### src/rtl/fm_ch_seq_if.sv
`default_nettype none
// +----------------------------------------------------------------------+
// | fm_ch_seq_if : operator-job bus from channel scheduler to op pipeline |
// | Rev 1.0                                                              |
// +----------------------------------------------------------------------+
interface fm_ch_seq_if;
    logic       op_valid;
    logic       op_ready;
    logic [4:0] op_ch;
    logic       op_idx;
    logic       op_alg;
    logic [2:0] op_fb;
    logic [2:0] op_block;
    logic [9:0] op_fnum;
    logic       op_keyon;
    logic       op_keyoff;

    modport master (
        output op_valid, op_ch, op_idx, op_alg, op_fb, op_block, op_fnum,
               op_keyon, op_keyoff,
        input  op_ready
    );

    modport slave (
        input  op_valid, op_ch, op_idx, op_alg, op_fb, op_block, op_fnum,
               op_keyon, op_keyoff,
        output op_ready
    );
endinterface
`default_nettype wire

### src/rtl/fm_ch_seq.sv
`default_nettype none
// +----------------------------------------------------------------------+
// | fm_ch_seq : per-sample channel scheduler, two operator jobs/channel  |
// | Rev 1.0                                                              |
// +----------------------------------------------------------------------+
module fm_ch_seq #(
    parameter int NUM_CH = 18
) (
    input  logic        clk,
    input  logic        reset,
    input  logic        sample_tick,
    output logic        busy,
    output logic        sample_done,
    output logic        overrun,
    input  logic        overrun_clr,
    output logic [4:0]  ch_sel,
    input  logic        ch_kon,
    input  logic        ch_alg,
    input  logic [2:0]  ch_fb,
    input  logic [2:0]  ch_block,
    input  logic [9:0]  ch_fnum,
    fm_ch_seq_if.master op
);

    typedef enum logic [1:0] {
        S_IDLE  = 2'd0,
        S_FETCH = 2'd1,
        S_OP0   = 2'd2,
        S_OP1   = 2'd3
    } state_t;

    localparam logic [4:0] C_LAST_CH = 5'(NUM_CH - 1);

    state_t            r_state;
    state_t            w_state_next;
    logic [4:0]        r_ch;
    logic              r_kon;
    logic              r_alg;
    logic [2:0]        r_fb;
    logic [2:0]        r_block;
    logic [9:0]        r_fnum;
    logic              r_keyon;
    logic              r_keyoff;
    logic              r_sample_done;
    logic              r_overrun;
    logic [NUM_CH-1:0] r_kon_prev;
    logic              w_prev_kon;
    logic              w_last;

    assign w_last = (r_ch == C_LAST_CH);

    // Mux avoids an out-of-range index when NUM_CH is not a power of two
    always_comb begin
        w_prev_kon = 1'b0;
        for (int i = 0; i < NUM_CH; i++) begin
            if (r_ch == 5'(i)) w_prev_kon = r_kon_prev[i];
        end
    end

    always_ff @(posedge clk) begin
        if (reset) r_state <= S_IDLE;
        else       r_state <= w_state_next;
    end

    always_comb begin
        w_state_next = r_state;
        case (r_state)
            S_IDLE:  if (sample_tick) w_state_next = S_FETCH;
            S_FETCH: w_state_next = S_OP0;
            S_OP0:   if (op.op_ready) w_state_next = S_OP1;
            S_OP1:   if (op.op_ready) w_state_next = w_last ? S_IDLE : S_FETCH;
            default: w_state_next = S_IDLE;
        endcase
    end

    always_ff @(posedge clk) begin
        if (reset) begin
            r_ch          <= '0;
            r_kon         <= 1'b0;
            r_alg         <= 1'b0;
            r_fb          <= '0;
            r_block       <= '0;
            r_fnum        <= '0;
            r_keyon       <= 1'b0;
            r_keyoff      <= 1'b0;
            r_sample_done <= 1'b0;
            r_overrun     <= 1'b0;
            r_kon_prev    <= '0;
        end else begin
            r_sample_done <= 1'b0;
            // A tick arriving while busy beats a simultaneous clear
            if (sample_tick && (r_state != S_IDLE)) r_overrun <= 1'b1;
            else if (overrun_clr)                   r_overrun <= 1'b0;

            case (r_state)
                S_IDLE: begin
                    if (sample_tick) r_ch <= '0;
                end
                S_FETCH: begin
                    r_kon    <= ch_kon;
                    r_alg    <= ch_alg;
                    r_fb     <= ch_fb;
                    r_block  <= ch_block;
                    r_fnum   <= ch_fnum;
                    r_keyon  <= ch_kon & ~w_prev_kon;
                    r_keyoff <= ~ch_kon & w_prev_kon;
                end
                S_OP1: begin
                    if (op.op_ready) begin
                        for (int i = 0; i < NUM_CH; i++) begin
                            if (r_ch == 5'(i)) r_kon_prev[i] <= r_kon;
                        end
                        if (w_last) begin
                            r_ch          <= '0;
                            r_sample_done <= 1'b1;
                        end else begin
                            r_ch <= r_ch + 5'd1;
                        end
                    end
                end
                default: ;
            endcase
        end
    end

    assign busy        = (r_state != S_IDLE);
    assign sample_done = r_sample_done;
    assign overrun     = r_overrun;
    assign ch_sel      = r_ch;

    assign op.op_valid  = (r_state == S_OP0) || (r_state == S_OP1);
    assign op.op_idx    = (r_state == S_OP1);
    assign op.op_ch     = r_ch;
    assign op.op_alg    = r_alg;
    assign op.op_fb     = r_fb;
    assign op.op_block  = r_block;
    assign op.op_fnum   = r_fnum;
    assign op.op_keyon  = r_keyon;
    assign op.op_keyoff = r_keyoff;

endmodule
`default_nettype wire

### src/flat_wrapper.sv
// flat-port wrapper written by rule: the top's interface ports become plain ports
module fm_ch_seq_flat 
#(
    parameter int NUM_CH = 18
)
  (clk, reset, sample_tick, busy, sample_done, overrun, overrun_clr, ch_sel, ch_kon, ch_alg, ch_fb, ch_block, ch_fnum, op_op_valid, op_op_ch, op_op_idx, op_op_alg, op_op_fb, op_op_block, op_op_fnum, op_op_keyon, op_op_keyoff, op_op_ready);
  fm_ch_seq_if op_i ();
  input  logic clk;
  input  logic reset;
  input  logic sample_tick;
  output logic busy;
  output logic sample_done;
  output logic overrun;
  input  logic overrun_clr;
  output logic [4:0] ch_sel;
  input  logic ch_kon;
  input  logic ch_alg;
  input  logic [2:0] ch_fb;
  input  logic [2:0] ch_block;
  input  logic [9:0] ch_fnum;
  output wire logic [$bits(op_i.op_valid)-1:0] op_op_valid;
  output wire logic [$bits(op_i.op_ch)-1:0] op_op_ch;
  output wire logic [$bits(op_i.op_idx)-1:0] op_op_idx;
  output wire logic [$bits(op_i.op_alg)-1:0] op_op_alg;
  output wire logic [$bits(op_i.op_fb)-1:0] op_op_fb;
  output wire logic [$bits(op_i.op_block)-1:0] op_op_block;
  output wire logic [$bits(op_i.op_fnum)-1:0] op_op_fnum;
  output wire logic [$bits(op_i.op_keyon)-1:0] op_op_keyon;
  output wire logic [$bits(op_i.op_keyoff)-1:0] op_op_keyoff;
  input wire logic [$bits(op_i.op_ready)-1:0] op_op_ready;
  assign op_op_valid = op_i.op_valid;
  assign op_op_ch = op_i.op_ch;
  assign op_op_idx = op_i.op_idx;
  assign op_op_alg = op_i.op_alg;
  assign op_op_fb = op_i.op_fb;
  assign op_op_block = op_i.op_block;
  assign op_op_fnum = op_i.op_fnum;
  assign op_op_keyon = op_i.op_keyon;
  assign op_op_keyoff = op_i.op_keyoff;
  assign op_i.op_ready = op_op_ready;
  fm_ch_seq #(.NUM_CH(NUM_CH)) u_core (.clk(clk), .reset(reset), .sample_tick(sample_tick), .busy(busy), .sample_done(sample_done), .overrun(overrun), .overrun_clr(overrun_clr), .ch_sel(ch_sel), .ch_kon(ch_kon), .ch_alg(ch_alg), .ch_fb(ch_fb), .ch_block(ch_block), .ch_fnum(ch_fnum), .op(op_i));
endmodule
### config.mk
export PLATFORM = sky130hd
export DESIGN_NAME = fm_ch_seq_flat
export DESIGN_NICKNAME = d
export VERILOG_FILES = /design/src/rtl/fm_ch_seq_if.sv /design/src/rtl/fm_ch_seq.sv /design/src/flat_wrapper.sv
export SDC_FILE = /design/constraint.sdc
export NUM_CORES = 1
export LEC_CHECK = 0
export ABC_AREA = 1
export BUFFER_PORTS_ARGS = -buffer_cell sky130_fd_sc_hd__buf_2
export CORE_UTILIZATION = 57
export DETAILED_ROUTE_END_ITERATION = 12
export PLACE_DENSITY = 0.9
export SYNTH_ARGS = -nofsm -noshare
export SYNTH_HDL_FRONTEND = slang
export SYNTH_SLANG_ARGS = --single-unit
export TNS_END_PERCENT = 5
### constraint.sdc
create_clock -name clk -period 4.6 [get_ports clk]
set_input_delay 0 -clock clk [delete_from_list [all_inputs] [get_ports clk]]
set_output_delay 0 -clock clk [all_outputs]
set_load 0.005 [all_outputs]
[Word level (Yosys, flattened, before mapping)]
Index checks and enable logic that the tools add are counted.
Storage, ports and cells
  input bits: 23
  word-level logic and storage cells: 117
  output and inout port bits: 34
  flip-flop bits (word level): 47
Operators by class
  bitwise gates (word level): 6
  multiplexer cells: 30
  $add $sub $neg: 1
  eq/ne operators: 23
  reductions and logical operators: 28
Operators by type and width (count)
  AND reduction 3 bit: 20
  == test 5 x 4 -> 1 bit (second input constant): 8
  two-way mux 1 bit: 22
  == test 5 x 3 -> 1 bit (second input constant): 4
  two-way mux 5 bit: 3
  == test 5 x 2 -> 1 bit (second input constant): 2
  == test 5 bit (second input constant): 2
  case mux 5 bit (2 select lines): 1
  case mux 2 bit (4 select lines): 1
  two-way mux 2 bit: 3
  nonzero test 2 bit: 3
  adder 5 x 1 -> 5 bit (second input constant): 1
  == test 5 x 1 -> 1 bit (second input constant): 1
  zero test 5 bit: 1
  == test 2 bit (second input constant): 2
  != test 2 bit (second input constant): 2
  NOT 1 bit: 4
  OR reduction 3 bit: 1
  AND 1 bit: 2
  == test 2 x 1 -> 1 bit (second input constant): 1
  zero test 2 bit: 1
  != test 2 x 1 -> 1 bit (second input constant): 1
  logical AND 1 bit: 1
  logical OR 1 bit: 1

[Logic depth before layout (Yosys ltp)]
Gate-level depths: netlist of run 1.
  depth after elaboration: 21
  gate-level depth with buffers: 24
  depth with buffers taken out: 24

[Least setup slack after synthesis of run 1]
OpenSTA, ideal clock, no wires.
  path type: reg-to-reg
  start point: register u_core.r_ch[0] (netlist: u_core.ch_sel[0])
  end point: register u_core.r_keyoff (netlist: u_core.op.op_keyoff)
  slack: 2.575 ns
  period minus slack after synthesis: 2.025 ns
  arrival: 1.959 ns
  required time: 4.534 ns
  setup time: 0.066 ns
  stages on the path, launching flop included: 24
  path through: dfxtp_1 -> ha_1 -> inv_2 -> nor2_1 -> inv_2 -> nor2_2 -> inv_1 -> o21ai_2 -> inv_1 -> nand2_1 -> nand2_1 -> nand3_1 -> nand2_1 -> nand3_1 -> nand3_1 -> nand3_1 -> nand2_1 -> nand2_1 -> nand2_1 -> nand2_1 -> nand2_1 -> nand2_1 -> nand2_1 -> a21oi_2
Between the ends
  word-level cells in the longest chain between the ends: 20
  elaborated cells on any way between the ends: 37
  those cells by class: 17 x eq/ne; 18 x mux; 1 x bitwise; 1 x reduce/logical
RTL lines
  start, declared: line fm_ch_seq.sv:36  | logic [4:0] r_ch;
  start signal, assigned: line fm_ch_seq.sv:117  | r_ch <= r_ch + 5'd1;
  zero test 5 bit: line fm_ch_seq.sv:56  | if (r_ch == 5'(i)) w_prev_kon = r_kon_prev[i];
  two-way mux 1 bit (17 in series): line fm_ch_seq.sv:56
  two-way mux 1 bit (*): line fm_ch_seq.sv:56
  AND 1 bit (*): line fm_ch_seq.sv:106  | r_keyoff <= ~ch_kon & w_prev_kon;
  end signal, assigned: line fm_ch_seq.sv:106
  end, declared: line fm_ch_seq.sv:43  | logic r_keyoff;
Every way passes the cells marked *; elsewhere a longest branch is shown, timed or not.
A chain may end at the register's enable or synchronous reset.

[Final worst setup path of run 1]
Same ends and word-level chain as after synthesis.

==> results of run 1 <==
[worst min-delay path, stage by stage]
cell     delay (ns)
buf_2          0.11
inv_1          0.06
a21oi_1        0.09
nand2_1        0.08
a21oi_1        0.06
[state kept, by name, indices dropped and copies added, names as in the netlist]
name                 count
u_core.r_kon_prev       18
u_core.op.op_fnum       10
u_core.ch_sel            5
u_core.op.op_block       3
u_core.op.op_fb          3
u_core.r_state           2
u_core.op.op_alg         1
u_core.op.op_keyoff      1
u_core.op.op_keyon       1
u_core.overrun           1
u_core.r_kon             1
u_core.sample_done       1
[cell usage after synthesis, drive strengths merged (2+ instances only)]
cell and number:
clkbuf 10, buf 9, ha 9, xor2 2, nand4 2, nor2 36, nand2 90, dfxtp 47
a211oi 9, inv 46, a21oi 37, o21ai 14, nand3 18
[routing by layer]
metal / track usage, % / routed length, um / up-vias
met2: 54.2 / 3330 / 116
met3: 5.52 / 354 / 20
met4: 13.8 / 194 / 0
met1: 36.5 / 2680 / 1122
li1: - / - / 1186
met5: 0 / 0 / -
[logic make-up (layout without fill, tap and decap cells)]
group                    after synthesis  count (layout)
AND/OR/NAND/NOR                      149             149
buffers and inverters                 65             131
AO/OA/AOI/OAI                         63              63
flip-flops                            47              47
adder cells (fa/ha/maj)                9               9
XOR/XNOR                               2               2
[where the power goes]
part	internal, mW	total (mW)	switching, mW
sequential	0.466	0.527	0.0608
combinational	0.184	0.493	0.309
clock	0.164	0.315	0.151
[through the flow]
| stage | utilization (%) | std cells | setup WS (ns) | hold WS (ns) |
|---|---|---|---|---|
| after floorplan | - | 335 | 2.58 | 0.144 |
| after global placement | 68.3 | 421 | 2.47 | 0.253 |
| after detailed placement | 68.3 | 421 | 2.30 | 0.260 |
| after CTS | 76.6 | 449 | 2.26 | 0.0652 |
| after global routing | 76.6 | 449 | 2.00 | 0.161 |
| final | 76.6 | 449 | 2.23 | 0.155 |
[final cells by class]
type | instances | area (um^2)
Multi-Input combinational cell | 223 | 1130
Sequential cell | 47 | 941
Fill cell | 237 | 887
Timing Repair Buffer | 77 | 488
Inverter | 46 | 173
Clock buffer | 5 | 68.8
Tap cell | 48 | 60.1
Clock inverter | 3 | 46.3
[path summary, 6_finish.rpt]
kind                                      startpoint              endpoint  slack (ns)  cells past startpoint
worst min-delay path                     op_op_ready     u_core.r_state[0]        0.15                      5
worst max register to register      u_core.ch_sel[0]   u_core.op.op_keyoff        2.23                     23
worst min register to register  u_core.r_kon_prev[7]  u_core.r_kon_prev[7]        0.46                      2
worst max-delay path                u_core.ch_sel[0]   u_core.op.op_keyoff        2.23                     23
[layout by cell type, fill, tap and decap left out, drive strengths merged, types with 2 or more instances in the layout]
cell type and n:
nand2 90, buf 57, dfxtp 47, inv 47
a21oi 37, nor2 36, dlygate4sd3 20, nand3 18
o21ai 14, a211oi 9, ha 9, clkbuf 5
xor2 2, nand4 2
[timing repair]
action	CTS	global route
endpoints found under the setup margin	0	0
buffers inserted	0	0
hold endpoints to repair	20	0
hold buffers	20	0
==> metrics.txt, run 1 <==
status=completed; number of I/O port buffers=56; MaxCap Viol Count=0; Yosys reg bits=47; Netlist Area Pre-Place=0.00235 mm^2; unrepaired setup endpoints after global routing=no; Yosys cell types=28; first-pass GRT wire length=10,200 um; Data required, critical path=4.85 ns; Slew Limit Fails=0; Layout area overhead=23.7%; IO Pins=57; Post-Synth XOR/XNOR Area=0.744%; Post-synth EDFFs=0; gr usage total=31.0%; Fin. Hold Viols=0; CTS H-Tree Depth=2; Placer Congestion=0.856; syn_nets=367; ANT nets after route=0; worst-path cell chain=ha_1, inv_2, nor2_1, inv_2, nor2_2, inv_1, o21ai_2, inv_1, nand2_1, nand2_1, nand3_1, nand2_1, nand3_1, nand3_1, nand3_1, nand2_1, nand2_1, nand2_1, nand2_1, nand2_1, nand2_1, nand2_1, a21oi_2; CP peak stage delay=0.45 ns; Die Width=66.3 um; CP Capture Type=flop; post-route cell area=0.00291 mm^2; Slew @ Worst Pin=0.792 ns; Final period util=51.4%; clk_skew=0.0105 ns; top cell family by delay on the critical path=simple AND/OR/NAND/NOR gates; Yosys warnings=0; proportion of synthesized area in mux cells=0%; overall power=1.34 mW; share of cells above drive strength 1=22.9%; antenna violations before repair=0; main combinational cell family by area after synthesis=simple AND/OR/NAND/NOR gates; Post-Syn Instances=335; leakage power=1.29 nW; site row count=22; Post-Synth Adder-Cell Area=4.78%; Hold Path Class=in2reg; sequential share of the synthesized area=40.0%; TNS Setup=0 ns; post-DP HPWL=3540 um; Area contributors post-synth=dfxtp_1, nand2_1, a21oi_1; Cell Area, Placed=0.00260 mm^2; startpoint types=flop; drt initial violations=209; synthesized area per cell=7.03 um^2; Reg clk slew, reported paths=0.10 ns; via count=2,444; Residual DRC=0; share of flip-flops with an asynchronous set or reset=0%; CP most frequent cell=nand2_1; Simple-Gate Fraction of Synth Area=27.6%; pwr dens=459 mW/mm^2; WP buf/inv=4; post-synth top area cell=dfxtp_1; slowest CP cell=dfxtp_1; Setup Crit Path Kind=reg2reg; Final nets=432; cts bufs inserted=5; ys flop type=dfxtp_1; Clock Latency Late Sink=0.31 ns; Slew headroom=47.2%; vias per cell=5.44; drt total wl=6560 um; share of the synthesized area in the top cell type=40.0%; Core ar.=0.00380 mm^2; fmax=423 MHz; min Tclk post-route=2.37 ns; total gr overflow=0; TritonCTS Sinks=47; VDD IR max=468 uV; Synth Area in Compound Gates=15.1%; TritonCTS clock tree=done; wire per inst=14.6 um; DRT Pass-1 Iters=6; largest net degree at the start of global routing=44; Final setup viols=0; initial cell density of the core=62.0%; Inserted Diodes=0; PostCTS Resize Cnt=0; Max FO, Critical Path=7; Root Driver=clkbuf_8; CP arrival=2.61 ns; vias in the first global route=2,246; die area=0.00439 mm^2; Die Height=66.3 um; CTS max path bufs=2
Power figures use the tool's default switching activity.
==> run 2, diff against run 1 <==
--- a/config.mk
+++ b/config.mk
@@ -7,9 +7,9 @@
 export LEC_CHECK = 0
 export ABC_AREA = 1
 export BUFFER_PORTS_ARGS = -buffer_cell sky130_fd_sc_hd__buf_2
-export CORE_UTILIZATION = 57
+export CORE_UTILIZATION = 53
 export DETAILED_ROUTE_END_ITERATION = 12
-export PLACE_DENSITY = 0.9
+export PLACE_DENSITY = 0.85
 export SYNTH_ARGS = -nofsm -noshare
 export SYNTH_HDL_FRONTEND = slang
 export SYNTH_SLANG_ARGS = --single-unit
==> constraint.sdc (replaced) <==
create_clock -name clk -period 2.3 [get_ports clk]
set_input_delay 0 -clock clk [delete_from_list [all_inputs] [get_ports clk]]
set_output_delay 0 -clock clk [all_outputs]
set_load 0.005 [all_outputs]
==> run 2 against run 1 <==
Net effect: clock power is 100% higher; die area is 7.3% higher; via count is 1.4% lower; hold slack worse by 0.086 ns.
==> metrics.txt, run 2 (same netlist as run 1, synthesis figures left out) <==
status=completed; Internal Power=1.72 mW (+110%); TritonCTS clock tree=done; Die Height=68.6 um (+3.6%); Non-Filler Instances=456 (+1.6%); Final nets=437 (+1.2%); Setup crit start=u_core.ch_sel[1]; Reg with most FFs=u_core.r_kon_prev; die area=0.00471 mm^2 (+7.3%); number of I/O port buffers=56 (unchanged); Fin. Hold Viols=0 (unchanged); Layout area overhead=30.6%; Root Driver=clkbuf_8; antenna violations before repair=0 (unchanged); total gr overflow=0 (unchanged); vias in the first global route=2,082 (-7.3%); Setup Crit Path Kind=reg2reg; Worst Hold Launch=op_op_ready; Die Width=68.6 um (+3.6%); pwr dens=913 mW/mm^2 (+99%); VDD IR max=575 uV (+23%); commonest cells after routing, fill and taps aside=nand2_1, buf_2, dfxtp_1, a21oi_1, inv_1; leakage power=1.34 nW (+3.8%); dpl cells=426 (+1.2%); fmax=454 MHz (+7.4%); TNS Setup=0 ns (unchanged); Final period util=95.8% (+44 points); r2r setup slk=0.1 ns (-2.14 ns); vias per cell=5.28 (-2.9%); drt total wl=6020 um (-8.3%); clk_skew=0.0100 ns (-0.000494 ns); Post-Route Hold Slack=0.0687 ns (-0.0861 ns); Slew Limit Fails=0 (unchanged); post-DP HPWL=3580 um (+1.2%); FF+latch area=951 um^2 (+1.1%); CP Capture Type=flop; unrepaired setup endpoints after global routing=yes; cts bufs inserted=5 (unchanged); Clock Latency Late Sink=0.31 ns (about the same); largest net degree at the start of global routing=43 (-2.3%); switching share of power=38.7% (-0.33 points); Cell Area, Placed=0.00262 mm^2 (+0.96%); wire per inst=13.2 um (-9.7%); most common cell after layout, fill and taps aside=nand2_1; initial cell density of the core=56.8% (-5.2 points); Core ar.=0.00414 mm^2 (+9.1%); Worst R2R Start=u_core.ch_sel[1]; Final setup viols=0 (unchanged); ANT nets after route=0 (unchanged); Slew headroom=50.9% (+3.7 points); first-pass GRT wire length=8950 um (-12%); site row count=23 (+4.5%); Switch Pwr=1.09 mW (+110%); R2R Path End=u_core.op.op_keyoff; fill cell count=288 (+22%); DRT Pass-1 Iters=6 (unchanged); Reg clk slew, reported paths=0.10 ns (about the same); share of cells above drive strength 1=28.6% (+5.6 points); CP arrival=2.44 ns (-0.17 ns); Logic pwr share=38.7% (+1.8 points); post-route cell area=0.00307 mm^2 (+5.5%); hold-critical path depth=5 (unchanged); Slew @ Worst Pin=0.736 ns (-0.0567 ns); Placer Congestion=0.923 (+7.8%); gr usage total=25.7% (-5.3 points); Reg power frac=38.7% (-0.8 points); overall power=2.81 mW (+110%); Data required, critical path=2.54 ns (-2.31 ns); startpoint types=flop; min Tclk post-route=2.20 ns (-0.163 ns); via count=2,409 (-1.4%); clock share of power=22.6% (-1.0 points); Max FO, Critical Path=6 (-1); MaxCap Viol Count=0 (unchanged); max reg flops=18 (unchanged); FF-to-FF path depth=24 (+4.3%); CTS max path bufs=2 (unchanged); IO Pins=57 (unchanged); Hold Path Class=in2reg; area of the multi-input gates=0.00124 mm^2 (+9.3%); CTS H-Tree Depth=2 (unchanged); Hold Path End=u_core.r_state[0]; TritonCTS Sinks=47 (unchanged); Residual DRC=0 (unchanged); drt initial violations=212 (+1.4%); Inserted Diodes=0 (unchanged)
[run 2: per-layer routing]
metal,up-vias,GRT usage (%),share of wire [%]
li1,1194,-,-
met1,1092,30.0,41
met2,96,44.4,50
met3,27,6.58,6.0
met4,0,10.4,3.0
met5,-,0,0
[run 2: worst max path at each step]
stage,endpoint,slack (ns),cells after the start
after floorplan,u_core.op.op_keyoff,0.28,23
after global placement,u_core.op.op_keyon,0.15,23
after detailed placement,u_core.op.op_keyoff,0.09,24
after CTS,u_core.op.op_keyoff,0.05,24
after global routing,u_core.op.op_keyoff,-0.06,24
final,u_core.op.op_keyoff,0.1,24
[run 2: final cells by class]
cell class	instances	area share [%]
sequential	47	30.9
tap	50	2.04
clock inverter	3	1.55
timing repair buffer	82	17.1
inverter	46	5.78
multi-input combinational	223	40.4
clock buffer	5	2.24
[run 2: through the flow]
step | setup slack (ns) | util, %
finish | 0.0975 | 74.2
global placement | 0.150 | 63.3
floorplan | 0.275 | -
detailed placement | 0.0877 | 63.3
global route | -0.0633 | 74.2
CTS | 0.0504 | 70.9
[run 2: worst max-delay path, cell delays in order (launching register included)]
cell and delay [ns]:
dfxtp_4 0.40, inv_4 0.09, ha_4 0.13, inv_2 0.05, nor2_4 0.10, inv_2 0.07
nor2_2 0.11, inv_1 0.07, o21ai_2 0.10, inv_1 0.04, nand2_1 0.06, nand2_1 0.04
nand3_1 0.06, nand2_1 0.07, nand3_2 0.06, nand3_2 0.07, nand3_2 0.06, nand2_1 0.05
nand2_1 0.05, nand2_1 0.04, nand2_1 0.05, nand2_1 0.06, nand2_1 0.08, nand2_2 0.06
a21oi_2 0.15
[run 2: what timing repair did]
action | in CTS | in global routing
buffers inserted | 0 | 2
endpoints found under the hold margin | 20 | 0
hold buffers | 20 | 0
resized for setup | 0 | 33
endpoints found under the setup margin | 0 | 2
[run 2: power by group through the flow]
stage / clock network [mW] / logic (mW) / registers, mW
6_report: 0.633 / 1.09 / 1.09
4_1_cts: 0.639 / 0.925 / 1.05
2_1_floorplan: 0 / 0.662 / 1.04
5_1_grt: 0.672 / 1.21 / 1.10
3_3_place_gp: 0 / 0.862 / 1.05
3_5_place_dp: 0 / 0.892 / 1.06
